--- src/rtl/program_write_buffer_if.sv ---
// Pixel-program input bus and SRAM write-slot bus of the program write buffer.
// master = copy engine / SRAM controller side, slave = the buffer itself.
interface program_write_buffer_if #(
  parameter int ADDR_W = 20
);
  logic [9:0]        program_x;
  logic [9:0]        program_y;
  logic [15:0]       program_data;
  logic              program_write;
  logic              program_ready;
  logic              wr_valid;
  logic              wr_ready;
  logic [ADDR_W-1:0] wr_addr;
  logic [15:0]       wr_data;

  modport master (
    output program_x, program_y, program_data, program_write, wr_ready,
    input  program_ready, wr_valid, wr_addr, wr_data
  );

  modport slave (
    input  program_x, program_y, program_data, program_write, wr_ready,
    output program_ready, wr_valid, wr_addr, wr_data
  );
endinterface

--- src/rtl/program_write_buffer.sv ---
// Validates copy-engine pixels, maps (x,y) into the back frame's SRAM address space and
// queues them (input stage -> FIFO -> registered head) for the SRAM controller write slot.
module program_write_buffer #(
  parameter int DEPTH    = 16,
  parameter int SCREEN_W = 640,
  parameter int SCREEN_H = 480,
  parameter int ADDR_W   = 20
) (
  input  logic                   clk,
  input  logic                   reset,
  input  logic                   current_frame,
  program_write_buffer_if.slave  bus,
  output logic                   empty,
  output logic [15:0]            drop_count
);
  localparam int PTR_W = $clog2(DEPTH);
  localparam int CNT_W = PTR_W + 1;
  localparam int OFF_W = ADDR_W - 1;
  localparam int ENT_W = ADDR_W + 16;
  localparam logic [9:0] X_LIM = 10'(SCREEN_W);
  localparam logic [9:0] Y_LIM = 10'(SCREEN_H);

  logic              stage_valid;
  logic [ADDR_W-1:0] stage_addr;
  logic [15:0]       stage_data;
  logic [ENT_W-1:0]  mem [DEPTH];
  logic [PTR_W-1:0]  wr_ptr;
  logic [PTR_W-1:0]  rd_ptr;
  logic [CNT_W-1:0]  mem_count;
  logic [CNT_W-1:0]  occupancy;
  logic [OFF_W-1:0]  line_base;
  logic [OFF_W-1:0]  pix_off;
  logic              in_range;
  logic              accept;
  logic              reject;
  logic              load_out;

  // y*640 as two shifts; the largest on-screen offset (307199) fits in 19 bits
  assign line_base = (OFF_W'(bus.program_y) << 9) + (OFF_W'(bus.program_y) << 7);
  assign pix_off   = line_base + OFF_W'(bus.program_x);
  assign in_range  = (bus.program_x < X_LIM) && (bus.program_y < Y_LIM);

  // Every held pixel counts against DEPTH: input stage, FIFO body and output head
  assign occupancy = mem_count + CNT_W'(bus.wr_valid) + CNT_W'(stage_valid);
  assign bus.program_ready = occupancy < CNT_W'(DEPTH);

  assign accept   = bus.program_write && bus.program_ready && in_range;
  assign reject   = bus.program_write && !accept;
  assign load_out = (mem_count != '0) && (!bus.wr_valid || bus.wr_ready);
  assign empty    = !stage_valid && (mem_count == '0) && !bus.wr_valid;

  always_ff @(posedge clk) begin
    if (stage_valid) mem[wr_ptr] <= {stage_addr, stage_data};
  end

  always_ff @(posedge clk) begin
    if (reset) begin
      stage_valid  <= 1'b0;
      stage_addr   <= '0;
      stage_data   <= '0;
      wr_ptr       <= '0;
      rd_ptr       <= '0;
      mem_count    <= '0;
      bus.wr_valid <= 1'b0;
      bus.wr_addr  <= '0;
      bus.wr_data  <= '0;
      drop_count   <= '0;
    end else begin
      stage_valid <= accept;
      if (accept) begin
        stage_addr <= {~current_frame, pix_off};
        stage_data <= bus.program_data;
      end

      if (stage_valid) wr_ptr <= wr_ptr + 1'b1;

      // Head only reloads when empty or being consumed, so it stays stable under backpressure
      if (load_out) begin
        {bus.wr_addr, bus.wr_data} <= mem[rd_ptr];
        rd_ptr       <= rd_ptr + 1'b1;
        bus.wr_valid <= 1'b1;
      end else if (bus.wr_valid && bus.wr_ready) begin
        bus.wr_valid <= 1'b0;
      end

      case ({stage_valid, load_out})
        2'b10:   mem_count <= mem_count + 1'b1;
        2'b01:   mem_count <= mem_count - 1'b1;
        default: mem_count <= mem_count;
      endcase

      if (reject && (drop_count != 16'hFFFF)) drop_count <= drop_count + 1'b1;
    end
  end
endmodule

--- src/flat_wrapper.sv ---
// flat-port wrapper written by rule: the top's interface ports become plain ports
module program_write_buffer_flat 
#(
  parameter int DEPTH    = 16,
  parameter int SCREEN_W = 640,
  parameter int SCREEN_H = 480,
  parameter int ADDR_W   = 20
)
  (clk, reset, current_frame, empty, drop_count, bus_program_x, bus_program_y, bus_program_data, bus_program_write, bus_wr_ready, bus_program_ready, bus_wr_valid, bus_wr_addr, bus_wr_data);
  program_write_buffer_if #(.ADDR_W(ADDR_W)) bus_i ();
  input  logic clk;
  input  logic reset;
  input  logic current_frame;
  output logic empty;
  output logic [15:0] drop_count;
  input wire logic [$bits(bus_i.program_x)-1:0] bus_program_x;
  input wire logic [$bits(bus_i.program_y)-1:0] bus_program_y;
  input wire logic [$bits(bus_i.program_data)-1:0] bus_program_data;
  input wire logic [$bits(bus_i.program_write)-1:0] bus_program_write;
  input wire logic [$bits(bus_i.wr_ready)-1:0] bus_wr_ready;
  output wire logic [$bits(bus_i.program_ready)-1:0] bus_program_ready;
  output wire logic [$bits(bus_i.wr_valid)-1:0] bus_wr_valid;
  output wire logic [$bits(bus_i.wr_addr)-1:0] bus_wr_addr;
  output wire logic [$bits(bus_i.wr_data)-1:0] bus_wr_data;
  assign bus_i.program_x = bus_program_x;
  assign bus_i.program_y = bus_program_y;
  assign bus_i.program_data = bus_program_data;
  assign bus_i.program_write = bus_program_write;
  assign bus_i.wr_ready = bus_wr_ready;
  assign bus_program_ready = bus_i.program_ready;
  assign bus_wr_valid = bus_i.wr_valid;
  assign bus_wr_addr = bus_i.wr_addr;
  assign bus_wr_data = bus_i.wr_data;
  program_write_buffer #(.DEPTH(DEPTH), .SCREEN_W(SCREEN_W), .SCREEN_H(SCREEN_H), .ADDR_W(ADDR_W)) u_core (.clk(clk), .reset(reset), .current_frame(current_frame), .bus(bus_i), .empty(empty), .drop_count(drop_count));
endmodule
--- config.mk ---
export PLATFORM = sky130hd
export DESIGN_NAME = program_write_buffer_flat
export DESIGN_NICKNAME = d
export VERILOG_FILES = /design/src/rtl/program_write_buffer_if.sv /design/src/rtl/program_write_buffer.sv /design/src/flat_wrapper.sv
export SDC_FILE = /design/constraint.sdc
export NUM_CORES = 1
export LEC_CHECK = 0
export ABC_AREA = 1
export ABC_CLOCK_PERIOD_IN_PS = 6400
export CAP_MARGIN = 20
export CORE_MARGIN = 4
export CORE_UTILIZATION = 53
export DETAILED_ROUTE_END_ITERATION = 10
export PLACE_DENSITY = 0.79
export SLEW_MARGIN = 20
export SYNTH_ARGS = -nofsm -noshare
export SYNTH_HDL_FRONTEND = slang
export SYNTH_SLANG_ARGS = --single-unit
--- constraint.sdc ---
create_clock -name clk -period 6.4 [get_ports clk]
set_clock_uncertainty 0.05 [all_clocks]
set_input_delay 1.28 -clock clk [delete_from_list [all_inputs] [get_ports clk]]
set_output_delay 1.28 -clock clk [all_outputs]
set_load 0.005 [all_outputs]
# After elaboration in Yosys (flattened, before gate mapping)
# Memories as Yosys holds them, arrays and structs flattened. A register that Yosys moved wholly into a read port is not among the register bits.
# Index checks and enable logic that the tools add are counted.
dict set report word_totals {
  register_bits 67
  latch_bits 0
  ram_bits 576
  romBits 0
  out_inout_bits 55
  word_cells 47
  memories 1
}
# memory depth word_bits rd rd_clocked_by_memory_dff wr line_no
set memory_table {}
lappend memory_table {u_core.mem 16 36 1 1 1 program_write_buffer.sv:26} ;# logic [ENT_W-1:0] mem [DEPTH];
dict set report op_classes {
  n_addsub 9
  n_mul 0
  div_mod_pow 0
  n_lt_le_gt_ge 3
  n_eq_ne 3
  shift 0
  n_mux 5
  n_bitwise 1
  n_reduce_logical 17
}
# op count
set ops {}
lappend ops {{19-bit by 10-bit adder with 19-bit output} 1}
lappend ops {{19-bit by 17-bit adder with 19-bit output} 1}
lappend ops {{16-bit by 1-bit adder with 16-bit output (second input constant)} 1}
lappend ops {{16-bit inequality test (second input constant)} 1}
lappend ops {{5-bit by 1-bit adder with 5-bit output} 2}
lappend ops {{10-bit < comparator (second input constant)} 1}
lappend ops {{10-bit by 9-bit < comparator with 1-bit output (second input constant)} 1}
lappend ops {{5-bit one-hot mux with 2 select lines} 1}
lappend ops {{1-bit logical AND} 9}
lappend ops {{4-bit by 1-bit adder with 4-bit output (second input constant)} 2}
lappend ops {{5-bit by 1-bit adder with 5-bit output (second input constant)} 1}
lappend ops {{5-bit zero test} 1}
lappend ops {{5-bit < comparator (second input constant)} 1}
lappend ops {{5-bit nonzero test} 1}
lappend ops {{5-bit by 1-bit subtractor with 5-bit output (second input constant)} 1}
lappend ops {{1-bit 2-to-1 mux} 4}
lappend ops {{2-bit nonzero test} 2}
lappend ops {{1-bit zero test} 3}
lappend ops {{2-bit by 1-bit equality test with 1-bit output (second input constant)} 1}
lappend ops {{2-bit equality test (second input constant)} 1}
lappend ops {{1-bit logical OR} 1}
lappend ops {{1-bit NOT} 1}

# Logic depth before layout (Yosys ltp)
# Gate-level depths: netlist of run 1.
dict set report depth {
  word_depth 8
  depth_mapped 14
  depth_no_buf 14
}

# Worst setup path before layout of run 1
# Ideal clock, no wire load.
dict set report synth_timing {
  path_kind {input port to flip-flop}
  from {in bus_wr_ready}
  to {reg u_core.mem_count[4]}
  setup_time_ns 0.132
  t_arrival_ns 3.060
  required_time_ns 6.218
  slack_ns 3.158
  stages 14
  path_buffers 2
  cell_sequence {inv_1 > nand2_1 > nand2_1 > inv_2 > buf_4 > buf_2 > ha_1 > inv_1 > fa_1 > o21ai_0 > a21oi_1 > xor2_1 > nand2_1 > a21oi_1}
}
dict set report synth_via {
  elab_chain_cells 4
}
# item line_no
set synth_lines {}
lappend synth_lines {{from (decl)} flat_wrapper.sv:20} ;# input wire logic [$bits(bus_i.wr_ready)-1:0] bus_wr_ready;
lappend synth_lines {{1-bit logical OR *} program_write_buffer.sv:49} ;# assign load_out = (mem_count != '0) && (!bus.wr_valid || bus.wr_ready);
lappend synth_lines {{1-bit logical AND *} program_write_buffer.sv:49}
lappend synth_lines {{net u_core.load_out} program_write_buffer.sv:36} ;# logic load_out;
lappend synth_lines {{2-bit by 1-bit equality test with 1-bit output / 2-bit equality test (equally long branches)} program_write_buffer.sv:86} ;# case ({stage_valid, load_out})
lappend synth_lines {{5-bit one-hot mux with 2 select lines / 2-bit nonzero test (equally long branches)} --}
lappend synth_lines {{to (signal assigned)} program_write_buffer.sv:87} ;# 2'b10: mem_count <= mem_count + 1'b1;
lappend synth_lines {{to (signal assigned)} program_write_buffer.sv:88} ;# 2'b01: mem_count <= mem_count - 1'b1;
lappend synth_lines {{to (signal assigned)} program_write_buffer.sv:89} ;# default: mem_count <= mem_count;
lappend synth_lines {{to (decl)} program_write_buffer.sv:29} ;# logic [CNT_W-1:0] mem_count;
# Mark *: on every way through the listed nets, which the timed path passes. The rest lies on a longest branch.
# A chain may end at the register's enable or synchronous reset.

==> flow_summary.yaml, run 1 <==
status:
  run_status: "complete, no violations"
synth:
  synth_top_area_share_pct: 61.61
  yosysMostFrequentCell: "nor2_1"
  synth_commonest_cells: "635 x nor2_1, 576 x edfxtp_1, 292 x o21ai_0"
  synth-main-ff-cell: "edfxtp_1"
  syn_avg_cell_area_um2: 11.13
  async_flop_share_pct: 0
  synth_edf_count: 576
  ys_seq_area_share_pct: 68.95
  syn_inst: 2522
  synth_top_cell_by_area: "edfxtp_1"
  ys_ff_latch: 679
  netlist_area_um2: 28080
  yosysUniqueCellTypes: 34
  yosys_warnings: 0
  syn_nets: 2596
  synthTopCellsByArea: "edfxtp_1 62%, nor2_1 8.5%, dfxtp_1 7.3%, o21ai_0 5.2%, nand3_1 4.4%"
pwr:
  peakVddDrop_v: 0.0002506
  power_density_nw_per_um2: 380.2
  power_mw: 12.02
  p_leak_nw: 11.20
worst_hold_path:
  hold_path.class: "reg -> reg"
drt:
  wl_per_cell_um: 21.11
  detail_route.first_pass.iterations: 6
  drtAntennaViolNets: 0
  via_per_inst: 5.895
  routed_wl_um: 69850
  drc: 0
  drtIter0Drc: 2632
  vias: 19500
layout:
  area_growth_pct: 12.64
  nets: 2640
  n_antenna_cell: 0
  drive_gt1_share_pct: 7.099
  nFillCells: 3981
  post-route-util_pct: 60.18
placed_design:
  port_buffers: 95
  hpwlAfterDp_um: 35570
  gp_congestion: 0.8848
  pre_cts_slack_ns: 2.174
critical_path:
  endpoint_kind: "register"
  crit_arrival_ns: 4.27
  cp_max_fo: 91
  worst_ep_required_time_ns: 6.88
  startpoint_type: "register"
  path_class: "reg -> reg"
sta:
  min_period_over_period_pct: 59.30
  finalHoldViolations: 0
  fmax_mhz: 263.5
  finalWorstSetupSlack_ns: 2.605
  rsz0062_at_grt: "false"
  relSlewSlack_pct: 24.92
  setup_viol: 0
  worstMarginPinSlew_ns: 1.126
  final-max-slew-violation-count: 0
  fin_crit_ns: 3.795
  fin_setup_tns_ns: 0
clock_tree:
  path_clk_slew_ns: 0.06
  post_cts_resized: 0
  clockRootBuffer: "clkbuf_16"
  max-clock-path-buffers: 3
  htreeDepth: 3
  numClockSinks: 679
  cts_buffers: 68
  clock_latency_ns: 0.61
  cts_tree: "done"
  postCtsSetupBuffers: 0
  hold_buffers: 0
die:
  num_rows: 84
  core_um2: 52550
  ios: 96
  die_area_um2: 56720
  fp.dieH_um: 238.2
  dieWidth_um: 238.2
  initial_utilization_pct: 53.43
grt:
  grt.met3_usage_pct: 4.600
  use_met1_pct: 32.33
  grt_remaining_overflow: 0
  globalRouteMet2Util_pct: 39.83
  grt_pass1_wl_um: 106700
  top_usage_layer: "met2"
  grt_pass1_vias: 18830
  grt_antenna_before_repair: 0
  grt_max_degree: 164
  grtUsageTotal_pct: 24.15
job:
  drv_cap: 0
-- cell families (layout without fill, tap and decap cells) --
| kind of cell | Yosys count | in the layout | synth area share, % |
|---|---|---|---|
| simple gates | 1103 | 1103 | 16.36 |
| flops | 679 | 679 | 68.95 |
| compound gates | 415 | 415 | 8.115 |
| buf+inv | 278 | 376 | 4.590 |
| fa+ha+maj | 33 | 33 | 1.551 |
| xor+xnor | 14 | 14 | 0.4367 |
-- routing by layer --
metal,up-vias,share of wire [%],wire [um]
met1,9340,38,26460
met3,165,11,7709
met4,0,2.9,2044
met2,1142,48,33640
met5,-,0,0
li1,8854,-,-
-- flip-flops by register name, summed over array words and instances, names as in the netlist --
register,count
u_core.bus.wr_addr,20
u_core.bus.wr_data,16
u_core.bus.wr_valid,1
u_core.drop_count,16
u_core.mem,576
u_core.mem_count,5
u_core.rd_ptr,4
u_core.stage_addr,20
u_core.stage_data,16
u_core.stage_valid,1
u_core.wr_ptr,4
-- area by class of cell --
class | instances | area [um^2] | area share (%)
well taps | 688 | 860.8 | 2.722
inverters | 127 | 493.0 | 1.559
flip-flops and latches | 679 | 19370 | 61.24
clock inverters | 25 | 197.7 | 0.6251
multi-input cells | 1565 | 7548 | 23.87
repair buffers | 125 | 1175 | 3.715
clock buffers | 99 | 1984 | 6.275
-- worst max-delay path, cell delays in order, from the launching register on --
cell      delay, ns
dfxtp_4        1.01
buf_4          0.86
buf_4          0.77
nor2_1         0.11
nor2_1         0.11
o21ai_0        0.14
o211ai_1       0.18
nand3_1        0.12
nand3_1        0.11
nand2_1        0.07
inv_1          0.06
-- cell usage in the layout (no fill, tap or decap), types with 20 or more instances in the layout --
cell and n:
a21oi_1 34, buf_4 29, clkbuf_1 20, clkbuf_16 73, clkdlybuf4s50_1 94, dfxtp_1 99, edfxtp_1 576, ha_1 30
inv_1 121, nand2_1 175, nand3_1 247, nor2_1 619, o211ai_1 72, o21ai_0 292
-- stage by stage --
stage,hold slack (ns),cells,cell area (um^2)
after floorplan,0.4090,2522,28080
after global placement,0.4347,3184,29440
after detailed placement,0.4468,3184,29440
after CTS,0.4722,3308,31620
after global routing,0.4985,3308,31630
final,0.4749,3308,31630
-- path summary, 6_finish.rpt --
check	startpoint	endpoint	slack, ns	depth (start not counted)
setup / recovery	u_core.rd_ptr[0]	u_core.bus.wr_addr[2]	2.61	10
hold / removal	u_core.drop_count[1]	u_core.drop_count[1]	0.47	2
setup reg to reg	u_core.rd_ptr[0]	u_core.bus.wr_addr[2]	2.61	10
hold reg to reg	u_core.drop_count[1]	u_core.drop_count[1]	0.47	2
-- power by group --
| part | internal, mW | leakage (nW) | total (mW) | switching (mW) |
|---|---|---|---|---|
| clock | 2.25 | 1.07 | 3.89 | 1.64 |
| combinational | 1.00 | 3.97 | 2.86 | 1.86 |
| sequential | 4.99 | 6.15 | 5.28 | 0.293 |
| total | 8.24 | 11.2 | 12.0 | 3.79 |
Note: power is estimated with default switching activity, not from simulation.
==> run 2: changes to the inputs <==
--- a/config.mk
+++ b/config.mk
@@ -6,12 +6,12 @@
 export NUM_CORES = 1
 export LEC_CHECK = 0
 export ABC_AREA = 1
-export ABC_CLOCK_PERIOD_IN_PS = 6400
+export ABC_CLOCK_PERIOD_IN_PS = 3200
 export CAP_MARGIN = 20
 export CORE_MARGIN = 4
 export CORE_UTILIZATION = 53
 export DETAILED_ROUTE_END_ITERATION = 10
-export PLACE_DENSITY = 0.79
+export PLACE_DENSITY = 0.81
 export SLEW_MARGIN = 20
 export SYNTH_ARGS = -nofsm -noshare
 export SYNTH_HDL_FRONTEND = slang
==> constraint.sdc (replaced) <==
create_clock -name clk -period 3.2 [get_ports clk]
set_clock_uncertainty 0.05 [all_clocks]
set_input_delay 0.64 -clock clk [delete_from_list [all_inputs] [get_ports clk]]
set_output_delay 0.64 -clock clk [all_outputs]
set_load 0.005 [all_outputs]
==> flow_summary.yaml, run 2 (same netlist as run 1, synthesis figures left out) <==
layout:
  post-route-util_pct: 61.05
  final_cell_mix: "619 x nor2_1, 576 x edfxtp_1, 292 x o21ai_0"
  largestRegisters: "u_core.mem (576), u_core.bus.wr_addr (20), u_core.stage_addr (20)"
  nFillCells: 3889
  nets: 2657
  area_growth_pct: 14.26
  final_cells: 3328
  n_antenna_cell: 0
  drive_gt1_share_pct: 7.462
  top_register: "u_core.mem"
  layout_commonest_cell: "nor2_1"
  largest_reg_flops: 576
drt:
  drtAntennaViolNets: 0
  drtIter0Drc: 2756
  drc: 0
  via_per_inst: 5.880
  vias: 19570
  wl_per_cell_um: 20.80
  routed_wl_um: 69240
  detail_route.first_pass.iterations: 6
critical_path:
  path_delay_family: "buffers and inverters"
  crit_arrival_ns: 2.29
  cp_max_fo: 9
  endpoint_kind: "primary output"
  crit_buf_inv: 1
  cp.depth: 7
  cp_slowest_stage_delay_ns: 0.54
  path_cells: "ha_1 -> nand2_1 -> nand2_1 -> nand2_1 -> nand2_1 -> nand2_1 -> clkdlybuf4s50_1"
  worst_ep_required_time_ns: 2.51
  path_class: "reg -> out"
  cp_common_cell: "nand2_1"
  startpoint_type: "register"
  rr_worst_depth: 11
  worst_path_max_delay_cell: "clkdlybuf4s50_1"
worst_hold_path:
  hold_depth: 1
  hold_path.class: "reg -> reg"
die:
  fp.dieH_um: 238.2
  core_um2: 52550
  die_area_um2: 56720
  initial_utilization_pct: 53.43
  dieWidth_um: 238.2
  ios: 96
  num_rows: 84
clock_tree:
  clockRootBuffer: "clkbuf_16"
  numClockSinks: 679
  htreeDepth: 3
  postCtsSetupBuffers: 0
  clock_latency_ns: 0.59
  cts_tree: "done"
  max-clock-path-buffers: 3
  cts_buffers: 70
  hold_buffers: 0
  post_cts_resized: 0
  path_clk_slew_ns: 0.06
job:
  drv_cap: 0
status:
  run_status: "complete, no violations"
sta:
  final-max-slew-violation-count: 0
  rsz0062_at_grt: "false"
  fin_crit_ns: 2.978
  finalHoldViolations: 0
  fmax_mhz: 335.8
  min_period_over_period_pct: 93.07
  setup_viol: 0
  worstMarginPinSlew_ns: 1.142
  relSlewSlack_pct: 23.85
  fin_setup_tns_ns: 0
pwr:
  pwr-share-clk_pct: 32.6
  pwr-share-seq_pct: 42.3
  p_int_mw: 16.82
  p_leak_nw: 11.37
  power_mw: 24.47
  peakVddDrop_v: 0.0007883
  p_sw_share_pct: 31.28
  pwr-share-comb_pct: 25.1
  power_density_nw_per_um2: 762.9
  p_switching_mw: 7.656
grt:
  grt_pass1_vias: 19360
  grt_antenna_before_repair: 1
  grtUsageTotal_pct: 23.76
  grt_max_degree: 247
  grt_pass1_wl_um: 105600
  grt_remaining_overflow: 0
placed_design:
  hpwlAfterDp_um: 35920
  gp_congestion: 0.8304
  port_buffers: 95
  dp_cells: 3199
-- run 2: cell types whose count changed in the layout (fill, tap and decap cells not counted), sizes merged --
cell and delta:
bufinv +1, inv -4, clkinvlp -1, buf +15, clkbuf +9
-- run 2: path summary, 6_finish.rpt --
path	from	endpoint	slack, ns
worst min register to register	u_core.mem_count[0]	u_core.mem_count[0]	0.46
worst max register to register	u_core.stage_valid	u_core.stage_addr[19]	0.81
worst max-delay path	u_core.stage_valid	bus_program_ready	0.22
worst min-delay path	u_core.mem_count[0]	u_core.mem_count[0]	0.46
-- run 2: power by group through the flow --
| stage | Clock [mW] | Sequential [mW] | Combinational [mW] |
|---|---|---|---|
| after floorplan | 0 | 10.4 | 4.41 |
| after global placement | 0 | 10.5 | 5.77 |
| after detailed placement | 0 | 10.5 | 5.98 |
| after CTS | 8.04 | 10.4 | 6.08 |
| after global routing | 8.42 | 10.4 | 6.80 |
| final | 7.99 | 10.4 | 6.14 |
-- run 2: per-layer routing --
metal | track usage [%] | routed length [um] | vias up
li1 | - | - | 8905
met1 | 31.40 | 26270 | 9358
met2 | 39.74 | 33750 | 1152
met3 | 4.681 | 7385 | 155
met4 | 8.250 | 1829 | 0
met5 | 0 | 0 | -
-- run 2: layout make-up --
cell class                 count  area, um^2  area share, %
tap                          688       860.8          2.683
sequential                   679       19370          60.37
inverter                     127       488.0          1.521
timing repair buffer         140        1546          4.821
clock buffer                 108        2061          6.424
multi-input combinational   1565        7548          23.53
clock inverter                21       209.0         0.6514
-- run 2: through the flow --
stage | worst slack (ns) | hold WS (ns) | area [um^2]
floorplan | 0.4711 | 0.4090 | 28080
global placement | 0.1574 | 0.4351 | 29810
detailed placement | 0.1454 | 0.4455 | 29810
CTS | 0.1865 | 0.4638 | 32080
global route | 0.09739 | 0.5027 | 32080
finish | 0.2218 | 0.4623 | 32080
